`src/rtl/regfile_seq_pkg.sv`:
```
// regfile_seq_pkg: shared types and constants for the PIC16C57 instruction-cycle
// sequencer (widths, phase encoding, opcode fields, decode classes, FSM states).
package regfile_seq_pkg;

  localparam int unsigned INSTR_W = 12;
  localparam int unsigned DATA_W  = 8;
  localparam int unsigned ADDR_W  = 5;
  localparam int unsigned PCH_W   = 3;
  localparam int unsigned PHASE_W = 2;
  localparam int unsigned OPF_W   = INSTR_W - ADDR_W;  // opcode field above the file address

  localparam logic [PHASE_W-1:0] PHASE_Q1 = 2'd0;
  localparam logic [PHASE_W-1:0] PHASE_Q2 = 2'd1;
  localparam logic [PHASE_W-1:0] PHASE_Q3 = 2'd2;
  localparam logic [PHASE_W-1:0] PHASE_Q4 = 2'd3;

  localparam logic [ADDR_W-1:0] PCL_ADDR    = 5'h02;
  localparam logic [ADDR_W-1:0] STATUS_ADDR = 5'h03;

  // Instruction groups, instr[11:10]
  localparam logic [1:0] GRP_BYTE = 2'b00;
  localparam logic [1:0] GRP_BIT  = 2'b01;
  localparam logic [1:0] GRP_CTRL = 2'b10;  // RETLW, CALL, GOTO
  localparam logic [1:0] GRP_LIT  = 2'b11;

  // Byte-oriented opcodes, instr[9:6] within GRP_BYTE
  localparam logic [3:0] OP_SYS    = 4'b0000;  // NOP/OPTION/SLEEP/CLRWDT/TRIS (d=0), MOVWF (d=1)
  localparam logic [3:0] OP_DECFSZ = 4'b1011;
  localparam logic [3:0] OP_SWAPF  = 4'b1110;
  localparam logic [3:0] OP_INCFSZ = 4'b1111;

  // Literal opcodes, instr[9:8] within GRP_LIT
  localparam logic [1:0] LIT_MOVLW = 2'b00;

  typedef enum logic [2:0] {
    BYTE_F, BYTE_W, BIT_SET, BIT_SKIP, LIT_W, GOTO, NOP, ILLEGAL
  } decode_class_e;

  typedef enum logic [1:0] {DEST_NONE, DEST_F, DEST_W, DEST_PCL} dest_e;

  typedef enum logic [1:0] {SKIP_NONE, SKIP_ZERO, SKIP_BIT_CLR, SKIP_BIT_SET} skip_e;

  typedef enum logic [2:0] {ST_IDLE, ST_Q1, ST_Q2, ST_Q3, ST_Q4, ST_HALT} state_e;

  // Phase number presented while sitting in a state; IDLE and HALT report Q1.
  function automatic logic [PHASE_W-1:0] phase_of(input state_e s);
    case (s)
      ST_Q2:   return PHASE_Q2;
      ST_Q3:   return PHASE_Q3;
      ST_Q4:   return PHASE_Q4;
      default: return PHASE_Q1;
    endcase
  endfunction

endpackage

```
`src/rtl/regfile_seq_decode.sv`:
```
// regfile_seq_decode: combinational instruction decoder.
// Ports:
//   op_i         in  instr[11:5] (opcode, d / bit-number field)
//   cls_o        out decode class
//   status_upd_o out instruction updates STATUS in Q3
//   dest_o       out Q4 destination (none, file, W, PCL)
//   skip_o       out skip condition evaluated at the end of Q3
module regfile_seq_decode
  import regfile_seq_pkg::*;
(
  input  logic [OPF_W-1:0] op_i,
  output decode_class_e    cls_o,
  output logic             status_upd_o,
  output dest_e            dest_o,
  output skip_e            skip_o
);

  logic [1:0] grp;
  logic [3:0] bop;
  logic       d_bit;

  assign grp   = op_i[6:5];
  assign bop   = op_i[4:1];
  assign d_bit = op_i[0];

  always_comb begin
    cls_o        = NOP;
    status_upd_o = 1'b0;
    dest_o       = DEST_NONE;
    skip_o       = SKIP_NONE;
    case (grp)
      GRP_BYTE: begin
        if (bop == OP_SYS) begin
          // Only MOVWF does anything here; the system ops are sequencer NOPs.
          if (d_bit) begin
            cls_o  = BYTE_F;
            dest_o = DEST_F;
          end
        end else begin
          cls_o        = d_bit ? BYTE_F : BYTE_W;
          dest_o       = d_bit ? DEST_F : DEST_W;
          status_upd_o = !(bop inside {OP_DECFSZ, OP_SWAPF, OP_INCFSZ});
          if (bop == OP_DECFSZ || bop == OP_INCFSZ) skip_o = SKIP_ZERO;
        end
      end
      GRP_BIT: begin
        // instr[9]: test vs modify; instr[8]: set vs clear polarity
        if (op_i[4]) begin
          cls_o  = BIT_SKIP;
          skip_o = op_i[3] ? SKIP_BIT_SET : SKIP_BIT_CLR;
        end else begin
          cls_o  = BIT_SET;
          dest_o = DEST_F;
        end
      end
      GRP_CTRL: begin
        // 101k = GOTO; 1000 RETLW and 1001 CALL need a stack this core lacks
        if (op_i[4]) begin
          cls_o  = GOTO;
          dest_o = DEST_PCL;
        end else begin
          cls_o = ILLEGAL;
        end
      end
      GRP_LIT: begin
        cls_o        = LIT_W;
        dest_o       = DEST_W;
        status_upd_o = (op_i[4:3] != LIT_MOVLW);
      end
      default: cls_o = NOP;
    endcase
  end

endmodule

```
`src/rtl/regfile_sequencer.sv`:
```
// regfile_sequencer: Q1-Q4 instruction-cycle controller for the PIC16C57 core.
// Latches each instruction, decodes it and issues register-file commands so that
// PCInc (Q1), StatusEn (Q3) and write (Q4) never share a clock.
// Optional build macro: SEQ_ILLEGAL_TRAP_EN -- an unsupported opcode parks the
// sequencer in HALT after Q2 until reset; otherwise it executes as a NOP.
// Ports:
//   clk, rst (sync, active-high), run (start/continue, sampled in IDLE and Q4)
//   instrIn, fileDataIn, statusIn, aluResultIn, aluZeroIn   datapath inputs
//   addressOut, writeOut, PCIncOut, StatusEnOut, dataOut, PCHOut   register file
//   wWriteOut (W load), instrOut (to ALU), phaseOut, skipOut, illegalOut
module regfile_sequencer
  import regfile_seq_pkg::*;
(
  input  logic               clk,
  input  logic               rst,
  input  logic               run,
  input  logic [INSTR_W-1:0] instrIn,
  input  logic [DATA_W-1:0]  fileDataIn,
  input  logic [DATA_W-1:0]  statusIn,
  input  logic [DATA_W-1:0]  aluResultIn,
  input  logic               aluZeroIn,
  output logic [ADDR_W-1:0]  addressOut,
  output logic               writeOut,
  output logic               PCIncOut,
  output logic               StatusEnOut,
  output logic [DATA_W-1:0]  dataOut,
  output logic [PCH_W-1:0]   PCHOut,
  output logic               wWriteOut,
  output logic [INSTR_W-1:0] instrOut,
  output logic [PHASE_W-1:0] phaseOut,
  output logic               skipOut,
  output logic               illegalOut
);

  state_e              state_q, state_d;
  logic [INSTR_W-1:0]  instr_q, instr_d;
  logic                skip_q, skip_d;          // current cycle squashed
  logic                skip_flag_q, skip_flag_d;  // next cycle to be squashed
  logic [ADDR_W-1:0]   addr_q, addr_d;
  logic [DATA_W-1:0]   data_q, data_d;
  logic [PCH_W-1:0]    pch_q, pch_d;
  logic                write_q, write_d;
  logic                pcinc_q, pcinc_d;
  logic                staten_q, staten_d;
  logic                wwrite_q, wwrite_d;
  logic                illegal_q, illegal_d;
  logic [PHASE_W-1:0]  phase_q, phase_d;

  logic [INSTR_W-1:0]  cur_instr;
  logic                cur_skip;
  decode_class_e       dec_cls;
  logic                dec_status;
  dest_e               dec_dest;
  skip_e               dec_skip;
  logic                test_bit;
  logic                unused_status;

  // The word is latched at the end of Q1, so decisions made on that edge
  // look straight at instrIn and the pending skip flag.
  assign cur_instr = (state_q == ST_Q1) ? instrIn : instr_q;
  assign cur_skip  = (state_q == ST_Q1) ? skip_flag_q : skip_q;
  assign test_bit  = fileDataIn[instr_q[7:5]];
  assign unused_status = ^{statusIn[7], statusIn[4:0]};

  regfile_seq_decode u_decode (
    .op_i         (cur_instr[INSTR_W-1:ADDR_W]),
    .cls_o        (dec_cls),
    .status_upd_o (dec_status),
    .dest_o       (dec_dest),
    .skip_o       (dec_skip)
  );

  // State register
  always_ff @(posedge clk) begin
    if (rst) state_q <= ST_IDLE;
    else     state_q <= state_d;
  end

  // Next state, then registered outputs keyed on the state being entered
  always_comb begin
    state_d     = state_q;
    instr_d     = instr_q;
    skip_d      = skip_q;
    skip_flag_d = skip_flag_q;
    addr_d      = addr_q;
    data_d      = data_q;
    pch_d       = pch_q;
    write_d     = 1'b0;
    pcinc_d     = 1'b0;
    staten_d    = 1'b0;
    wwrite_d    = 1'b0;
    illegal_d   = 1'b0;

    case (state_q)
      ST_IDLE: if (run) state_d = ST_Q1;
      ST_Q1: begin
        state_d     = ST_Q2;
        instr_d     = instrIn;
        skip_d      = skip_flag_q;
        skip_flag_d = 1'b0;
      end
      ST_Q2: begin
        state_d = ST_Q3;
`ifdef SEQ_ILLEGAL_TRAP_EN
        if (illegal_q) state_d = ST_HALT;
`endif
      end
      ST_Q3: begin
        state_d = ST_Q4;
        if (!skip_q) begin
          case (dec_skip)
            SKIP_ZERO:    skip_flag_d = aluZeroIn;
            SKIP_BIT_CLR: skip_flag_d = !test_bit;
            SKIP_BIT_SET: skip_flag_d = test_bit;
            default:      skip_flag_d = 1'b0;
          endcase
        end
      end
      ST_Q4:   state_d = run ? ST_Q1 : ST_IDLE;
      ST_HALT: state_d = ST_HALT;
      default: state_d = ST_IDLE;
    endcase

    phase_d = phase_of(state_d);

    case (state_d)
      ST_Q1: pcinc_d = 1'b1;
      ST_Q2: begin
        addr_d    = cur_instr[ADDR_W-1:0];
        illegal_d = (dec_cls == ILLEGAL) && !cur_skip;
      end
      ST_Q3: staten_d = dec_status && !skip_q;
      ST_Q4: begin
        if (!skip_q) begin
          case (dec_dest)
            DEST_F: begin
              write_d = 1'b1;
              data_d  = aluResultIn;
              pch_d   = {statusIn[6:5], 1'b0};
            end
            DEST_W: wwrite_d = 1'b1;
            DEST_PCL: begin
              // GOTO: PCL <- k[7:0], PC high <- {PA1:PA0, k[8]}
              write_d = 1'b1;
              addr_d  = PCL_ADDR;
              data_d  = instr_q[DATA_W-1:0];
              pch_d   = {statusIn[6:5], instr_q[DATA_W]};
            end
            default: ;
          endcase
        end
      end
      default: ;
    endcase
  end

  // Output and datapath registers
  always_ff @(posedge clk) begin
    if (rst) begin
      instr_q     <= '0;
      skip_q      <= 1'b0;
      skip_flag_q <= 1'b0;
      addr_q      <= '0;
      data_q      <= '0;
      pch_q       <= '0;
      write_q     <= 1'b0;
      pcinc_q     <= 1'b0;
      staten_q    <= 1'b0;
      wwrite_q    <= 1'b0;
      illegal_q   <= 1'b0;
      phase_q     <= PHASE_Q1;
    end else begin
      instr_q     <= instr_d;
      skip_q      <= skip_d;
      skip_flag_q <= skip_flag_d;
      addr_q      <= addr_d;
      data_q      <= data_d;
      pch_q       <= pch_d;
      write_q     <= write_d;
      pcinc_q     <= pcinc_d;
      staten_q    <= staten_d;
      wwrite_q    <= wwrite_d;
      illegal_q   <= illegal_d;
      phase_q     <= phase_d;
    end
  end

  assign addressOut  = addr_q;
  assign writeOut    = write_q;
  assign PCIncOut    = pcinc_q;
  assign StatusEnOut = staten_q;
  assign dataOut     = data_q;
  assign PCHOut      = pch_q;
  assign wWriteOut   = wwrite_q;
  assign instrOut    = instr_q;
  assign phaseOut    = phase_q;
  assign skipOut     = skip_q;
  assign illegalOut  = illegal_q;

endmodule

```
`config.mk`:
```
export PLATFORM = sky130hd
export DESIGN_NAME = regfile_sequencer
export DESIGN_NICKNAME = d
export VERILOG_FILES = /design/src/rtl/regfile_seq_pkg.sv /design/src/rtl/regfile_seq_decode.sv /design/src/rtl/regfile_sequencer.sv
export SDC_FILE = /design/constraint.sdc
export NUM_CORES = 1
export LEC_CHECK = 0
export CELL_PAD_IN_SITES_DETAIL_PLACEMENT = 0
export CELL_PAD_IN_SITES_GLOBAL_PLACEMENT = 1
export CORE_ASPECT_RATIO = 0.7
export CORE_MARGIN = 10
export CORE_UTILIZATION = 32
export CTS_BUF_LIST = sky130_fd_sc_hd__clkbuf_8 sky130_fd_sc_hd__clkbuf_16
export DETAILED_ROUTE_END_ITERATION = 10
export PLACE_DENSITY = 0.76
export REMOVE_ABC_BUFFERS = 1
export SKIP_CTS_REPAIR_TIMING = 1
export SLEW_MARGIN = 20
export SYNTH_ARGS = -nofsm -noshare
export SYNTH_HDL_FRONTEND = slang
export SYNTH_SLANG_ARGS = --single-unit
```
`constraint.sdc`:
```
create_clock -name clk -period 3.1 [get_ports clk]
set_input_delay 0.62 -clock clk [delete_from_list [all_inputs] [get_ports clk]]
set_output_delay 0.62 -clock clk [all_outputs]
set_load 0.05 [all_outputs]
```
* Word level (Yosys, flattened, before mapping)
Index checks and enable logic that the tools add are counted.
** Word-level totals
- Input bits :: 40
- Bits in registers :: 40
- Latch bits :: 0
- Memories :: 0
- Memory bits (read-only) :: 0
- Output and inout port bits :: 36
- Memory bits (writable) :: 0
** Operators by class
- Divide/modulo/power cells :: 0
- Shifts and indexed selects :: 0
- Bitwise logic cells :: 4
- Multipliers :: 0
- Order comparisons :: 1
- Muxes and demuxes :: 38
- Add/sub/neg operators :: 0
- Reduce and logical (&&, ||, !) cells :: 22
- Equality and inequality tests :: 25
** Operators with widths (count)
- 3-bit one-hot mux with 6 select lines :: 1
- 8-bit one-hot mux with 2 select lines :: 1
- 1-bit two-way mux :: 14
- 2-bit == test (second input constant) :: 6
- 3-bit by 2-bit == test with 1-bit output (second input constant) :: 4
- 3-bit == test (second input constant) :: 4
- 4-bit == test (second input constant) :: 3
- 12-bit two-way mux :: 1
- 2-bit two-way mux :: 6
- 3-bit one-hot mux with 4 select lines :: 1
- 5-bit two-way mux :: 2
- 5-bit one-hot mux with 2 select lines :: 1
- 3-bit two-way mux :: 3
- 2-bit one-hot mux with 4 select lines :: 1
- 2-bit nonzero test :: 4
- 2-bit by 1-bit == test with 1-bit output (second input constant) :: 3
- 3-bit by 1-bit == test with 1-bit output (second input constant) :: 2
- 2-bit one-hot mux with 3 select lines :: 1
- 3-bit one-hot mux with 2 select lines :: 1
- 3-bit AND reduction :: 2
- 2-bit OR reduction :: 3
- 1-bit logical NOT :: 4
- 4-bit logical NOT :: 1
- 3-bit by 4-bit < comparator with 1-bit output (second input constant) :: 1
- other kinds (14) :: 20

* Depth between registers and ports, before layout
- Depth in word-level cells :: 11
- Mapped depth :: 13
- Depth with buffers taken out :: 9

* Modules after synthesis
A second synthesis with hierarchy kept.
** Unflattened totals
- Cell total of the unflattened synthesis :: 197
- Area total of the unflattened synthesis :: 1786.7 sq um
** Modules (own cells, without submodules)
- regfile_sequencer :: cells each 168, area an instance 1577.8 sq um, seq. area each 800.8 sq um, times used 1
- regfile_seq_decode :: cells each 29, area an instance 209.0 sq um, seq. area each 0.0 sq um, times used 1

* Least setup slack after synthesis
No wires, ideal clock.
- Path type :: register -> register
- Start :: register state_q[0]
- End :: register data_q[7], in the netlist dataOut[7]
- Cell stages (with the launch flop) :: 13
- Slack :: 0.224 ns
- Data arrival time :: 2.759 ns
- Buffers on the path :: 4
- Cells stage by stage :: dfxtp_1 -> or3b_1 -> buf_4 -> clkbuf_1 -> mux2i_1 -> ha_1 -> buf_2 -> nor3_1 -> mux2_2 -> a2111oi_4 -> buf_6 -> nor3b_2 -> a41o_1
** Between the ends
- Cells in the longest elaborated chain, start to end :: 8
- Elaborated cells on any way between the ends :: 26
- Those cells by class :: eq/ne (11); mux (10); reduce/logical (5)
** RTL lines
- start, declared :: RTL line regfile_sequencer.sv:35 : state_e state_q, state_d;
- start signal, assigned :: RTL line regfile_sequencer.sv:76 : else state_q <= state_d;
- 3-bit by 1-bit == test with 1-bit output :: RTL line regfile_sequencer.sv:60, regfile_sequencer.sv:94
- 12-bit two-way mux
- 4-bit logical NOT (tied with other cells) :: RTL line regfile_seq_decode.sv:33 : if (bop == OP_SYS) begin
- 2-bit two-way mux :: RTL line regfile_seq_decode.sv:33
- 2-bit one-hot mux with 4 select lines :: RTL line regfile_seq_decode.sv:31 : case (grp)
- 2-bit == test or 2-bit by 1-bit == test with 1-bit output (tied branches) :: RTL line regfile_sequencer.sv:135 : case (dec_dest)
- 2-bit nonzero test (no source line)
- 3-bit AND reduction (no source line)
- end signal, assigned :: RTL line regfile_sequencer.sv:177 : data_q <= data_d;
- end, declared :: RTL line regfile_sequencer.sv:40 : logic [DATA_W-1:0] data_q, data_d;
Parallel ways exist; a longest one is shown, timed or not.
A chain may end at the register's enable or synchronous reset.

* Final worst setup path
- Start :: register state_q[2]
- End :: register data_q[7], in the netlist dataOut[7]
The elaborated chain is that of the path after synthesis.

==> flow_metrics.py <==
metrics = {
    "cells_and_area": {
        "layout-drive-gt1-share": 0.133,
        "antenna_cells": 0,
        "fillerInstances": 613,
        "sequential_cell_area_um2": 801,
        "total_area_of_multi_input_combinational_cells_um2": 1100,
        "area_delta_synth_final_pct": 45.4,
        "num-nets-final": 344,
        "number_of_non_filler_instances_in_the_completed_layout": 379,
    },
    "clock_tree": {
        "cts.sinks": 40,
        "clock_insertion_delay_worst_skew_ns": 0.29,
        "h_tree_level_count": 2,
        "numCtsBuffers": 5,
        "clockBufferDepth": 2,
        "cts_tree": "done",
        "cts.clk_slew.worst_paths_ns": 0.08,
        "clk_root_buffer_cell": "sky130_fd_sc_hd__clkbuf_8",
    },
    "job": {
        "cap_violations": 0,
    },
    "die": {
        "placement_rows": 24,
        "dieWidth_um": 115,
        "area_of_the_die_um2": 9910,
        "core_area_um2": 6160,
        "initial_core_utilization": 0.327,
        "io-pin-count": 76,
        "die_height_um": 86.4,
    },
    "global_routing": {
        "grt_util_all_layers": 0.127,
        "grt_pass1_wl_um": 10200,
        "number_of_global_route_vias_before_repair": 1951,
        "globalRoute.totalOverflow": 0,
        "grt_start_max_net_pins": 23,
        "grt_antenna_before_repair": 0,
    },
    "hold_path": {
        "worst_hold_path_type": "flop to flop",
        "hold_start": "PCHOut[0]",
        "holdPathEnd": "PCHOut[0]",
        "hold_path_depth": 2,
    },
    "place": {
        "gp_routability_congestion": 0.838,
        "numPortBuffers": 69,
        "numPlacedInstances": 371,
        "dp_worst_setup_slack_ns": 0.216,
        "hpwl_um": 4740,
    },
    "synthesis": {
        "yosysTopAreaCellShare": 0.398,
        "synth_cells": 231,
        "synth-async-reset-ratio": 0,
        "post_synth_num_cell_types": 47,
        "netlist.top_cell.by_area": "sky130_fd_sc_hd__dfxtp_1",
        "synth.area.top_cells": "sky130_fd_sc_hd__dfxtp_1 (40%), sky130_fd_sc_hd__a21oi_1 (5.5%), sky130_fd_sc_hd__nor2_1 (4.8%)",
        "syn-mean-instance-area_um2": 8.72,
        "synth.cell_area_um2": 2010,
        "ys_seq_elements": 40,
        "synth_most_common_cell": "sky130_fd_sc_hd__dfxtp_1",
        "synth.top_cells.by_count": "sky130_fd_sc_hd__dfxtp_1 (40), sky130_fd_sc_hd__nor2_1 (26), sky130_fd_sc_hd__nand2_1 (25)",
        "synth_seq_area_share": 0.398,
        "synthesis_warnings": 0,
        "ys_dominant_reg_cell": "sky130_fd_sc_hd__dfxtp_1",
        "number_of_enable_flip_flop_cells_after_synthesis": 0,
    },
    "critical_path": {
        "regToRegStartpoint": "state_q[2]",
        "crit_path_start_kind": "flop",
        "worstPathRequired_ns": 3.34,
        "rr_worst_depth": 9,
        "worst-endpoint-arrival_ns": 3.00,
        "critPathCaptureType": "flop",
        "critical_path_type": "flop to flop",
        "crit_path_max_fanout": 12,
        "r2r_slack_ns": 0.34,
        "reg2reg_end": "dataOut[7]",
    },
    "route": {
        "detail_route.wl_per_cell_um": 16.6,
        "detail_route.first_pass.iterations": 4,
        "drtAntennaViolNets": 0,
        "vias": 1931,
        "detail_route.iter0.violations": 116,
        "drt_wirelength_um": 6300,
        "drt_drc": 0,
        "vias_per_cell": 5.09,
    },
    "timing": {
        "max_freq_mhz": 362,
        "setup_viol": 0,
        "final_max_slew_viol_count": 0,
        "timing.final.hold_violations": 0,
        "rsz0062_at_grt": "no",
        "finalWorstSetupSlack_ns": 0.340,
        "max_slew_margin": 0.572,
        "fin_crit_ns": 2.76,
        "worst_tran_pin_value_ns": 0.636,
        "worst_clock_skew_ns": 0.00356,
        "tcrit_tclk_final": 0.890,
    },
    "power": {
        "power.density_cell_area_nw_per_um2": 481,
        "leakage_nw": 1.06,
        "vdd_ir_drop_max_mv": 0.164,
    },
    "outcome": {
        "outcome": "finished, final reports clean",
    },
}
## layout make-up
cell class                 count  area share
clock buffer                   5      0.0235
tap                           78      0.0333
clock inverter                 3      0.0132
timing repair buffer          83       0.276
multi-input combinational    167       0.376
sequential                    40       0.274
inverter                       3     0.00385
## cell families after synthesis
kind of cell / after synthesis / share of synthesized area
AO/OA/AOI/OAI: 45 / 0.152
buffers and inverters: 24 / 0.0572
multiplexers: 11 / 0.0764
adder cells (fa/ha/maj): 4 / 0.0249
flip-flops: 40 / 0.398
AND/OR/NAND/NOR: 105 / 0.283
XOR/XNOR: 2 / 0.00870
## critical path: stages, from the launching register on
cell and delay [ns]:
sky130_fd_sc_hd__dfxtp_1 0.43, sky130_fd_sc_hd__or3b_1 0.46, sky130_fd_sc_hd__mux2i_1 0.31, sky130_fd_sc_hd__ha_1 0.25
sky130_fd_sc_hd__nor3_1 0.06, sky130_fd_sc_hd__mux2_2 0.30, sky130_fd_sc_hd__a2111oi_4 0.38, sky130_fd_sc_hd__buf_12 0.18
sky130_fd_sc_hd__nor2b_1 0.15, sky130_fd_sc_hd__a41o_1 0.18
## placed cells by master (no fill, tap or decap), types with 2 or more instances in the layout
master	synthesis	layout
sky130_fd_sc_hd__clkdlybuf4s50_1	0	69
sky130_fd_sc_hd__dfxtp_1	40	40
sky130_fd_sc_hd__nor2_1	26	26
sky130_fd_sc_hd__nand2_1	25	25
sky130_fd_sc_hd__a21oi_1	22	22
sky130_fd_sc_hd__buf_4	2	13
sky130_fd_sc_hd__nor3_1	9	9
sky130_fd_sc_hd__nand3_1	9	9
sky130_fd_sc_hd__o22ai_1	7	7
sky130_fd_sc_hd__nor3_2	6	6
sky130_fd_sc_hd__mux2i_1	5	5
sky130_fd_sc_hd__nand4_1	5	5
sky130_fd_sc_hd__nor4_1	5	5
sky130_fd_sc_hd__clkbuf_8	0	5
sky130_fd_sc_hd__inv_1	3	4
sky130_fd_sc_hd__nor3b_1	5	4
sky130_fd_sc_hd__ha_1	4	4
sky130_fd_sc_hd__o21ai_1	3	3
sky130_fd_sc_hd__nor3b_2	1	2
sky130_fd_sc_hd__xnor2_1	2	2
sky130_fd_sc_hd__nand4bb_1	2	2
sky130_fd_sc_hd__nor2b_1	2	2
sky130_fd_sc_hd__o21ai_0	2	2
sky130_fd_sc_hd__mux2_2	2	2
sky130_fd_sc_hd__nand2b_1	2	2
sky130_fd_sc_hd__a211oi_2	2	2
sky130_fd_sc_hd__a211oi_1	2	2
sky130_fd_sc_hd__mux4_2	2	2
## worst max-delay path by stage
stage,from,endpoint,slack (ns),depth (start not counted)
final,state_q[2],dataOut[7],0.34,9
after global routing,state_q[2],dataOut[7],0.13,9
after CTS,state_q[2],dataOut[7],0.32,9
after detailed placement,instrIn[10],dataOut[7],0.22,9
after global placement,instrIn[10],dataOut[7],0.20,9
after floorplan,state_q[0],dataOut[7],-1.03,8
## flip-flops by register name, summed over array words and instances, names as in the netlist, 2 cells and up
register,flops
dataOut,8
PCHOut,3
instrOut,12
addressOut,5
state_q,3
phaseOut,2
## layer usage
| metal | share of wire | vias up | GRT usage | wire, um |
|---|---|---|---|---|
| li1 | - | 966 | - | - |
| met1 | 0.46 | 892 | 0.167 | 2930 |
| met2 | 0.44 | 66 | 0.190 | 2740 |
| met3 | 0.086 | 7 | 0.0442 | 544 |
| met4 | 0.014 | 0 | 0.0448 | 87 |
| met5 | 0 | - | 0 | 0 |
## metrics by stage
stage	power (mW)	hold slack (ns)	cell area (um^2)	utilization	setup TNS, ns
after floorplan	0.822	0.439	1910	-	-14.51
after global placement	0.998	0.454	2820	0.458	0
after detailed placement	0.998	0.455	2820	0.458	0
after CTS	1.42	0.469	2930	0.476	0
after global routing	1.49	0.500	2930	0.476	0
final	1.41	0.469	2930	0.476	0
## report_power, final
part | total [mW] | internal (mW) | switching [mW] | leakage (nW)
Sequential | 0.563 | 0.542 | 0.0216 | 0.325
Clock | 0.421 | 0.236 | 0.186 | 0.0593
Combinational | 0.424 | 0.173 | 0.252 | 0.675
Total | 1.41 | 0.950 | 0.459 | 1.06
Power figures use the tool's default switching activity.
